File: config.mk
export PLATFORM = sky130hd
export DESIGN_NAME = ace_snoop_ctrl_flat
export DESIGN_NICKNAME = d
export VERILOG_FILES = /design/src/rtl/ace_snoop_ctrl_if.sv /design/src/rtl/ace_snoop_ctrl.sv /design/src/flat_wrapper.sv
export SDC_FILE = /design/constraint.sdc
export NUM_CORES = 1
export LEC_CHECK = 0
export CAP_MARGIN = 20
export CORE_AREA = 2 2 39 41
export DETAILED_ROUTE_END_ITERATION = 6
export DIE_AREA = 0 0 41 43
export GPL_TIMING_DRIVEN = 0
export PLACE_DENSITY_LB_ADDON = 0.3
export SETUP_SLACK_MARGIN = 0.3
export SYNTH_ARGS = -nofsm -noshare
export SYNTH_HDL_FRONTEND = slang
export SYNTH_SLANG_ARGS = --single-unit
export TNS_END_PERCENT = 1
File: constraint.sdc
create_clock -name clk -period 2.54 [get_ports clk]
set_clock_uncertainty 0.15 [all_clocks]
set_input_delay 0.508 -clock clk [delete_from_list [all_inputs] [get_ports clk]]
set_output_delay 0.508 -clock clk [all_outputs]
set_load 0.1 [all_outputs]
File: src/rtl/ace_snoop_ctrl_if.sv
// ---------------------------------------------------------------------------
// ace_snoop_ctrl_if
// Bundle of ACE snoop channel (AC/CR/CD), cache-array arbitration and
// datapath lookup signals around ace_snoop_ctrl.
//   slave  : the snoop controller side (ace_snoop_ctrl)
//   master : the environment side (interconnect, cache controller, datapath)
// Signals:
//   AC_VALID/AC_READY/ac_invalidate             snoop address channel
//   CR_VALID/CR_READY/cr_data_transfer/cr_pass_dirty  snoop response channel
//   CD_VALID/CD_READY/CD_LAST/cd_beat           snoop data channel
//   core_req/core_gnt/snoop_gnt                 tag/data array ownership
//   lookup_done/snoop_hit/snoop_dirty           datapath tag lookup result
//   invalidate_en                               invalidate snooped line
// ---------------------------------------------------------------------------
interface ace_snoop_ctrl_if #(
  parameter int CD_BEATS = 4,
  parameter int BEAT_W   = $clog2(CD_BEATS)
);
  logic              AC_VALID;
  logic              AC_READY;
  logic              ac_invalidate;
  logic              CR_VALID;
  logic              CR_READY;
  logic              cr_data_transfer;
  logic              cr_pass_dirty;
  logic              CD_VALID;
  logic              CD_READY;
  logic              CD_LAST;
  logic [BEAT_W-1:0] cd_beat;
  logic              core_req;
  logic              core_gnt;
  logic              snoop_gnt;
  logic              lookup_done;
  logic              snoop_hit;
  logic              snoop_dirty;
  logic              invalidate_en;

  modport slave (
    input  AC_VALID, ac_invalidate, CR_READY, CD_READY, core_req,
           lookup_done, snoop_hit, snoop_dirty,
    output AC_READY, CR_VALID, cr_data_transfer, cr_pass_dirty, CD_VALID,
           CD_LAST, cd_beat, core_gnt, snoop_gnt, invalidate_en
  );

  modport master (
    output AC_VALID, ac_invalidate, CR_READY, CD_READY, core_req,
           lookup_done, snoop_hit, snoop_dirty,
    input  AC_READY, CR_VALID, cr_data_transfer, cr_pass_dirty, CD_VALID,
           CD_LAST, cd_beat, core_gnt, snoop_gnt, invalidate_en
  );
endinterface

File: src/rtl/ace_snoop_ctrl.sv
// ---------------------------------------------------------------------------
// ace_snoop_ctrl
// Sequences one ACE snoop (AC -> tag lookup -> CR -> optional CD line) and
// arbitrates the shared cache tag/data arrays between the snoop path and the
// cache controller. Snoops normally win the arrays; after a snoop finishes
// while the core is waiting, the core gets the next turn (core_turn).
// Ports:
//   clk    system clock
//   rst_n  asynchronous active-low reset
//   bus    ace_snoop_ctrl_if.slave (AC/CR/CD channels, core_req/core_gnt,
//          snoop_gnt, lookup result, invalidate_en, cd_beat)
// ---------------------------------------------------------------------------
module ace_snoop_ctrl #(
  parameter int CD_BEATS = 4,
  parameter int BEAT_W   = $clog2(CD_BEATS)
) (
  input  logic               clk,
  input  logic               rst_n,
  ace_snoop_ctrl_if.slave    bus
);

  localparam logic [1:0] ST_IDLE   = 2'd0;
  localparam logic [1:0] ST_LOOKUP = 2'd1;
  localparam logic [1:0] ST_RESP   = 2'd2;
  localparam logic [1:0] ST_DATA   = 2'd3;

  localparam logic [BEAT_W-1:0] LAST_BEAT = BEAT_W'(CD_BEATS - 1);

  logic [1:0]        state_q, state_d;
  logic              core_gnt_q, core_gnt_d;
  logic              core_turn_q, core_turn_d;
  logic [BEAT_W-1:0] beat_q, beat_d;
  logic              inv_q, inv_d;
  logic              hit_q, hit_d;
  logic              dirty_q, dirty_d;
  logic              inv_pulse_q, inv_pulse_d;

  logic              in_idle;
  logic              ac_hs;
  logic              data_xfer;
  logic              last_beat;
  logic              snoop_done;

  assign in_idle   = (state_q == ST_IDLE);
  // Core owns the arrays, or it is the core's turn and it is asking: hold AC off.
  assign bus.AC_READY = in_idle && !core_gnt_q && !(core_turn_q && bus.core_req);
  assign ac_hs     = bus.AC_VALID && bus.AC_READY;
  assign data_xfer = hit_q && dirty_q;
  assign last_beat = (beat_q == LAST_BEAT);

  always_comb begin
    state_d     = state_q;
    beat_d      = beat_q;
    inv_d       = inv_q;
    hit_d       = hit_q;
    dirty_d     = dirty_q;
    inv_pulse_d = 1'b0;
    snoop_done  = 1'b0;

    case (state_q)
      ST_IDLE: begin
        if (ac_hs) begin
          inv_d   = bus.ac_invalidate;
          state_d = ST_LOOKUP;
        end
      end
      ST_LOOKUP: begin
        if (bus.lookup_done) begin
          hit_d       = bus.snoop_hit;
          dirty_d     = bus.snoop_dirty;
          // Registered so the pulse lands in the cycle after lookup_done.
          inv_pulse_d = inv_q && bus.snoop_hit;
          state_d     = ST_RESP;
        end
      end
      ST_RESP: begin
        if (bus.CR_READY) begin
          if (data_xfer) begin
            state_d = ST_DATA;
          end else begin
            state_d    = ST_IDLE;
            snoop_done = 1'b1;
          end
        end
      end
      ST_DATA: begin
        if (bus.CD_READY) begin
          if (last_beat) begin
            beat_d     = '0;
            state_d    = ST_IDLE;
            snoop_done = 1'b1;
          end else begin
            beat_d = beat_q + 1'b1;
          end
        end
      end
      default: state_d = ST_IDLE;
    endcase

    // Grant only from IDLE when no snoop is taken this cycle; once granted,
    // hold until the core drops its request.
    core_gnt_d = bus.core_req && (core_gnt_q || (in_idle && !ac_hs));

    core_turn_d = core_turn_q;
    if (core_gnt_d && !core_gnt_q) begin
      core_turn_d = 1'b0;
    end else if (snoop_done && bus.core_req) begin
      core_turn_d = 1'b1;
    end
  end

  always_ff @(posedge clk or negedge rst_n) begin
    if (!rst_n) begin
      state_q     <= ST_IDLE;
      core_gnt_q  <= 1'b0;
      core_turn_q <= 1'b0;
      beat_q      <= '0;
      inv_q       <= 1'b0;
      hit_q       <= 1'b0;
      dirty_q     <= 1'b0;
      inv_pulse_q <= 1'b0;
    end else begin
      state_q     <= state_d;
      core_gnt_q  <= core_gnt_d;
      core_turn_q <= core_turn_d;
      beat_q      <= beat_d;
      inv_q       <= inv_d;
      hit_q       <= hit_d;
      dirty_q     <= dirty_d;
      inv_pulse_q <= inv_pulse_d;
    end
  end

  assign bus.core_gnt         = core_gnt_q;
  assign bus.snoop_gnt        = !in_idle;
  assign bus.CR_VALID         = (state_q == ST_RESP);
  assign bus.cr_data_transfer = (state_q == ST_RESP) && data_xfer;
  assign bus.cr_pass_dirty    = (state_q == ST_RESP) && data_xfer;
  assign bus.CD_VALID         = (state_q == ST_DATA);
  assign bus.CD_LAST          = (state_q == ST_DATA) && last_beat;
  assign bus.cd_beat          = beat_q;
  assign bus.invalidate_en    = inv_pulse_q;

endmodule

File: src/flat_wrapper.sv
// flat-port wrapper written by rule: the top's interface ports become plain ports
module ace_snoop_ctrl_flat 
#(
  parameter int CD_BEATS = 4,
  parameter int BEAT_W   = $clog2(CD_BEATS)
)
  (clk, rst_n, bus_AC_VALID, bus_ac_invalidate, bus_CR_READY, bus_CD_READY, bus_core_req, bus_lookup_done, bus_snoop_hit, bus_snoop_dirty, bus_AC_READY, bus_CR_VALID, bus_cr_data_transfer, bus_cr_pass_dirty, bus_CD_VALID, bus_CD_LAST, bus_cd_beat, bus_core_gnt, bus_snoop_gnt, bus_invalidate_en);
  ace_snoop_ctrl_if #(.CD_BEATS(CD_BEATS), .BEAT_W(BEAT_W)) bus_i ();
  input  logic clk;
  input  logic rst_n;
  input wire logic [$bits(bus_i.AC_VALID)-1:0] bus_AC_VALID;
  input wire logic [$bits(bus_i.ac_invalidate)-1:0] bus_ac_invalidate;
  input wire logic [$bits(bus_i.CR_READY)-1:0] bus_CR_READY;
  input wire logic [$bits(bus_i.CD_READY)-1:0] bus_CD_READY;
  input wire logic [$bits(bus_i.core_req)-1:0] bus_core_req;
  input wire logic [$bits(bus_i.lookup_done)-1:0] bus_lookup_done;
  input wire logic [$bits(bus_i.snoop_hit)-1:0] bus_snoop_hit;
  input wire logic [$bits(bus_i.snoop_dirty)-1:0] bus_snoop_dirty;
  output wire logic [$bits(bus_i.AC_READY)-1:0] bus_AC_READY;
  output wire logic [$bits(bus_i.CR_VALID)-1:0] bus_CR_VALID;
  output wire logic [$bits(bus_i.cr_data_transfer)-1:0] bus_cr_data_transfer;
  output wire logic [$bits(bus_i.cr_pass_dirty)-1:0] bus_cr_pass_dirty;
  output wire logic [$bits(bus_i.CD_VALID)-1:0] bus_CD_VALID;
  output wire logic [$bits(bus_i.CD_LAST)-1:0] bus_CD_LAST;
  output wire logic [$bits(bus_i.cd_beat)-1:0] bus_cd_beat;
  output wire logic [$bits(bus_i.core_gnt)-1:0] bus_core_gnt;
  output wire logic [$bits(bus_i.snoop_gnt)-1:0] bus_snoop_gnt;
  output wire logic [$bits(bus_i.invalidate_en)-1:0] bus_invalidate_en;
  assign bus_i.AC_VALID = bus_AC_VALID;
  assign bus_i.ac_invalidate = bus_ac_invalidate;
  assign bus_i.CR_READY = bus_CR_READY;
  assign bus_i.CD_READY = bus_CD_READY;
  assign bus_i.core_req = bus_core_req;
  assign bus_i.lookup_done = bus_lookup_done;
  assign bus_i.snoop_hit = bus_snoop_hit;
  assign bus_i.snoop_dirty = bus_snoop_dirty;
  assign bus_AC_READY = bus_i.AC_READY;
  assign bus_CR_VALID = bus_i.CR_VALID;
  assign bus_cr_data_transfer = bus_i.cr_data_transfer;
  assign bus_cr_pass_dirty = bus_i.cr_pass_dirty;
  assign bus_CD_VALID = bus_i.CD_VALID;
  assign bus_CD_LAST = bus_i.CD_LAST;
  assign bus_cd_beat = bus_i.cd_beat;
  assign bus_core_gnt = bus_i.core_gnt;
  assign bus_snoop_gnt = bus_i.snoop_gnt;
  assign bus_invalidate_en = bus_i.invalidate_en;
  ace_snoop_ctrl #(.CD_BEATS(CD_BEATS), .BEAT_W(BEAT_W)) u_core (.clk(clk), .rst_n(rst_n), .bus(bus_i));
endmodule
==> results.md <==
- GRT overflow: 0
- Initial antenna violation count: 0
- First-pass GRT wire length: 1610 um
- Crit path from: u_core.state_q[0]$_DFFE_PN0P_
- Post-Synth Adder-Cell Area: 2.39%
- CTS clock-pin slew for the worst setup and hold paths: 70 ps
- Via-to-Cell Ratio: 5.01
- R2R setup slack: 980 ps
- Largest family of logic cells by synthesized area: simple AND/OR/NAND/NOR gates
- Buffers & Inverters on Critical Path: 1
- Aggregate global-route resource usage: 13.9%
- Worst-path cell chain: or2_2 > dlygate4sd2_1
- Number of setup buffers added after CTS: 0
- Max Slew Vio Count: 0
- Top FF cell, synth: dfrtp_1
- Most frequent cell after synthesis: dfrtp_1
- Synth Area in Compound Gates: 16.2%
- Top cells by area, synth: dfrtp_1, mux2_2, a2111oi_4
- Antenna diodes: 0
- Startpoint types: register
- TritonRoute pass-1 iters: 2
- Placement Rows: 14
- Max Cap Viol: 0
- Worst setup path category: register to primary output
- CP max stage delay: 840 ps
- XOR/XNOR Fraction of Synth Area: 0%
- Setup crit end kind: primary output
- Largest net degree at the start of global routing: 11
- Core area: 1380 um^2
- Synth Area in Simple Gates: 19.3%
- Commonest cells in the netlist: dfrtp_1, mux2_2, nand2_1
- Vias in the first global route: 397
- Final-report hold violation count: 0
- Unique masters post-synth: 26
- HP Class: register to register
- Post-synthesis mux area share: 11.5%
- Synth Cell Area: 524 um^2
- Finished Cell Area: 768 um^2
- CTS tree: yes
- Die Ht: 43 um
- Min Tclk post-route: 2450 ps
- Synth warn: 0
- Syn_nets: 57
- I/O Buffers: 20
- Sinks on Clock Net: 10
- Die Area: 1760 um^2
- RSZ-0062 raised after global routing: yes
- WP data required: 1880 ps
- Iteration-0 DRC Markers: 4
- Max transition margin: 35.4%
- I/O Pins: 21
- Status: complete, no violations
- Arr. time, crit path: 1790 ps
- FF-to-FF Start: u_core.state_q[0]$_DFFE_PN0P_
- CTS buffer count: 3
- Fmax: 409 MHz
- Clock Path Buffers: 2
- Placed standard-cell area: 753 um^2
- Root Buffer: clkbuf_4
- Starting Density: 37.9%
- Clk Latency, worst-skew pair: 260 ps
- Post-DP HPWL: 796 um
- GPL Wtd Cong: 0.720
- Via count: 431
- Final nets: 82
- Final number of setup-violating endpoints: 0
- Share of cells above drive strength 1: 34.3%
- Worst Tran Pin Value: 966 ps
- Layout area overhead: 46.5%
- Post-synth top area share: 47.7%
- Post-cts hold buffer count: 0
- Hold path start: u_core.inv_q$_DFFE_PN0P_
- Post-synth top area cell: dfrtp_1
- Antenna viol nets, final: 0
- Asr flop ratio synth: 100%
- Final Cycle Share: 96.4%
- H-tree Lvls: 1
- DRC: 0
- Critical-path top delay cell: dlygate4sd2_1
- Hold slack: 378 ps
- EDFF count, synth: 0
- CP top delay family: buffers and inverters
- Worst-path maximum fanout: 9
- Routed wire length: 1030 um
- Syn Area/Cell: 11.4 um^2
- FF+latch count, synth: 10
- Post-Syn Instances: 46
- Register area share after synthesis: 47.7%
- Die X: 41 um
- WL/cell: 12.0 um
## final cells by class
cell class	count	area [um^2]
Fill cell	137	616
Multi-Input combinational cell	33	264
Sequential cell	10	254
Timing Repair Buffer	20	189
Clock buffer	4	26.3
Tap cell	16	20.0
Buffer	1	7.51
Inverter	2	7.51
## worst paths after layout
kind / end / cells after the start
min in group asynchronous: u_core.inv_q$_DFFE_PN0P_ / 1
worst min register to register: u_core.inv_q$_DFFE_PN0P_ / 1
worst max-delay path: bus_snoop_gnt / 2
max in group asynchronous: u_core.bus.core_gnt$_DFF_PN0_ / 1
worst max register to register: u_core.inv_q$_DFFE_PN0P_ / 3
worst min-delay path: u_core.inv_q$_DFFE_PN0P_ / 1
## state kept, by name (all words and copies together), names as in the netlist
name                      cells
u_core.bus.cd_beat            2
u_core.bus.core_gnt           1
u_core.bus.invalidate_en      1
u_core.core_turn_q            1
u_core.dirty_q                1
u_core.hit_q                  1
u_core.inv_q                  1
u_core.state_q                2
## routing by layer
metal	wire length (um)	global-route usage [%]	vias up
li1	-	-	216
met2	488	20.6	15
met4	9	8.00	0
met3	83	6.28	2
met5	0	0	-
met1	452	15.5	198
## worst reg2reg max path, delay by kind of cell (launching register included)
| family | cells | cell delay, ps |
|---|---|---|
| and+or+nand+nor | 1 | 110 |
| AOI/OAI and AO/OA | 1 | 400 |
| muxes | 1 | 310 |
| DFF | 1 | 480 |
## cell families after synthesis
group / after synthesis
AO/OA/AOI/OAI: 9
adder cells (fa/ha/maj): 1
buffers and inverters: 3
flip-flops: 10
multiplexers: 5
AND/OR/NAND/NOR: 18
## stage by stage
| stage | setup TNS, ps | std cells | utilization (%) | worst slack (ps) |
|---|---|---|---|---|
| after global routing | 0 | 86 | 55.5 | 4.49 |
| after floorplan | -33.6 | 46 | - | -33.6 |
| after global placement | -1190 | 82 | 54.4 | -720 |
| after CTS | 0 | 86 | 55.8 | 30.5 |
| after detailed placement | -1210 | 82 | 54.4 | -724 |
| final | 0 | 86 | 55.5 | 92.6 |
## cells in the final DEF, fill, tap and decap left out, drive strengths merged, types with 2 or more instances in the layout
| cell type | netlist | final |
|---|---|---|
| clkdlybuf4s15 | 0 | 3 |
| clkbuf | 0 | 5 |
| nand3 | 2 | 2 |
| nand2 | 5 | 5 |
| inv | 2 | 2 |
| nor2 | 2 | 2 |
| dfrtp | 10 | 10 |
| buf | 1 | 3 |
| mux2 | 5 | 5 |
| clkdlybuf4s50 | 0 | 12 |
| and3 | 2 | 2 |
| dlygate4sd2 | 0 | 2 |
| nand4 | 2 | 2 |
| o21ai | 2 | 2 |
## repair_timing
action                                 4_1_cts  5_1_grt
cloned                                       0        0
endpoints found under the hold margin        0        0
setup endpoints to repair                   11       11
resized for setup                           23        2
Power is not shown: default switching activity piles up to over one toggle a cycle in this logic, so the estimate is an artifact.
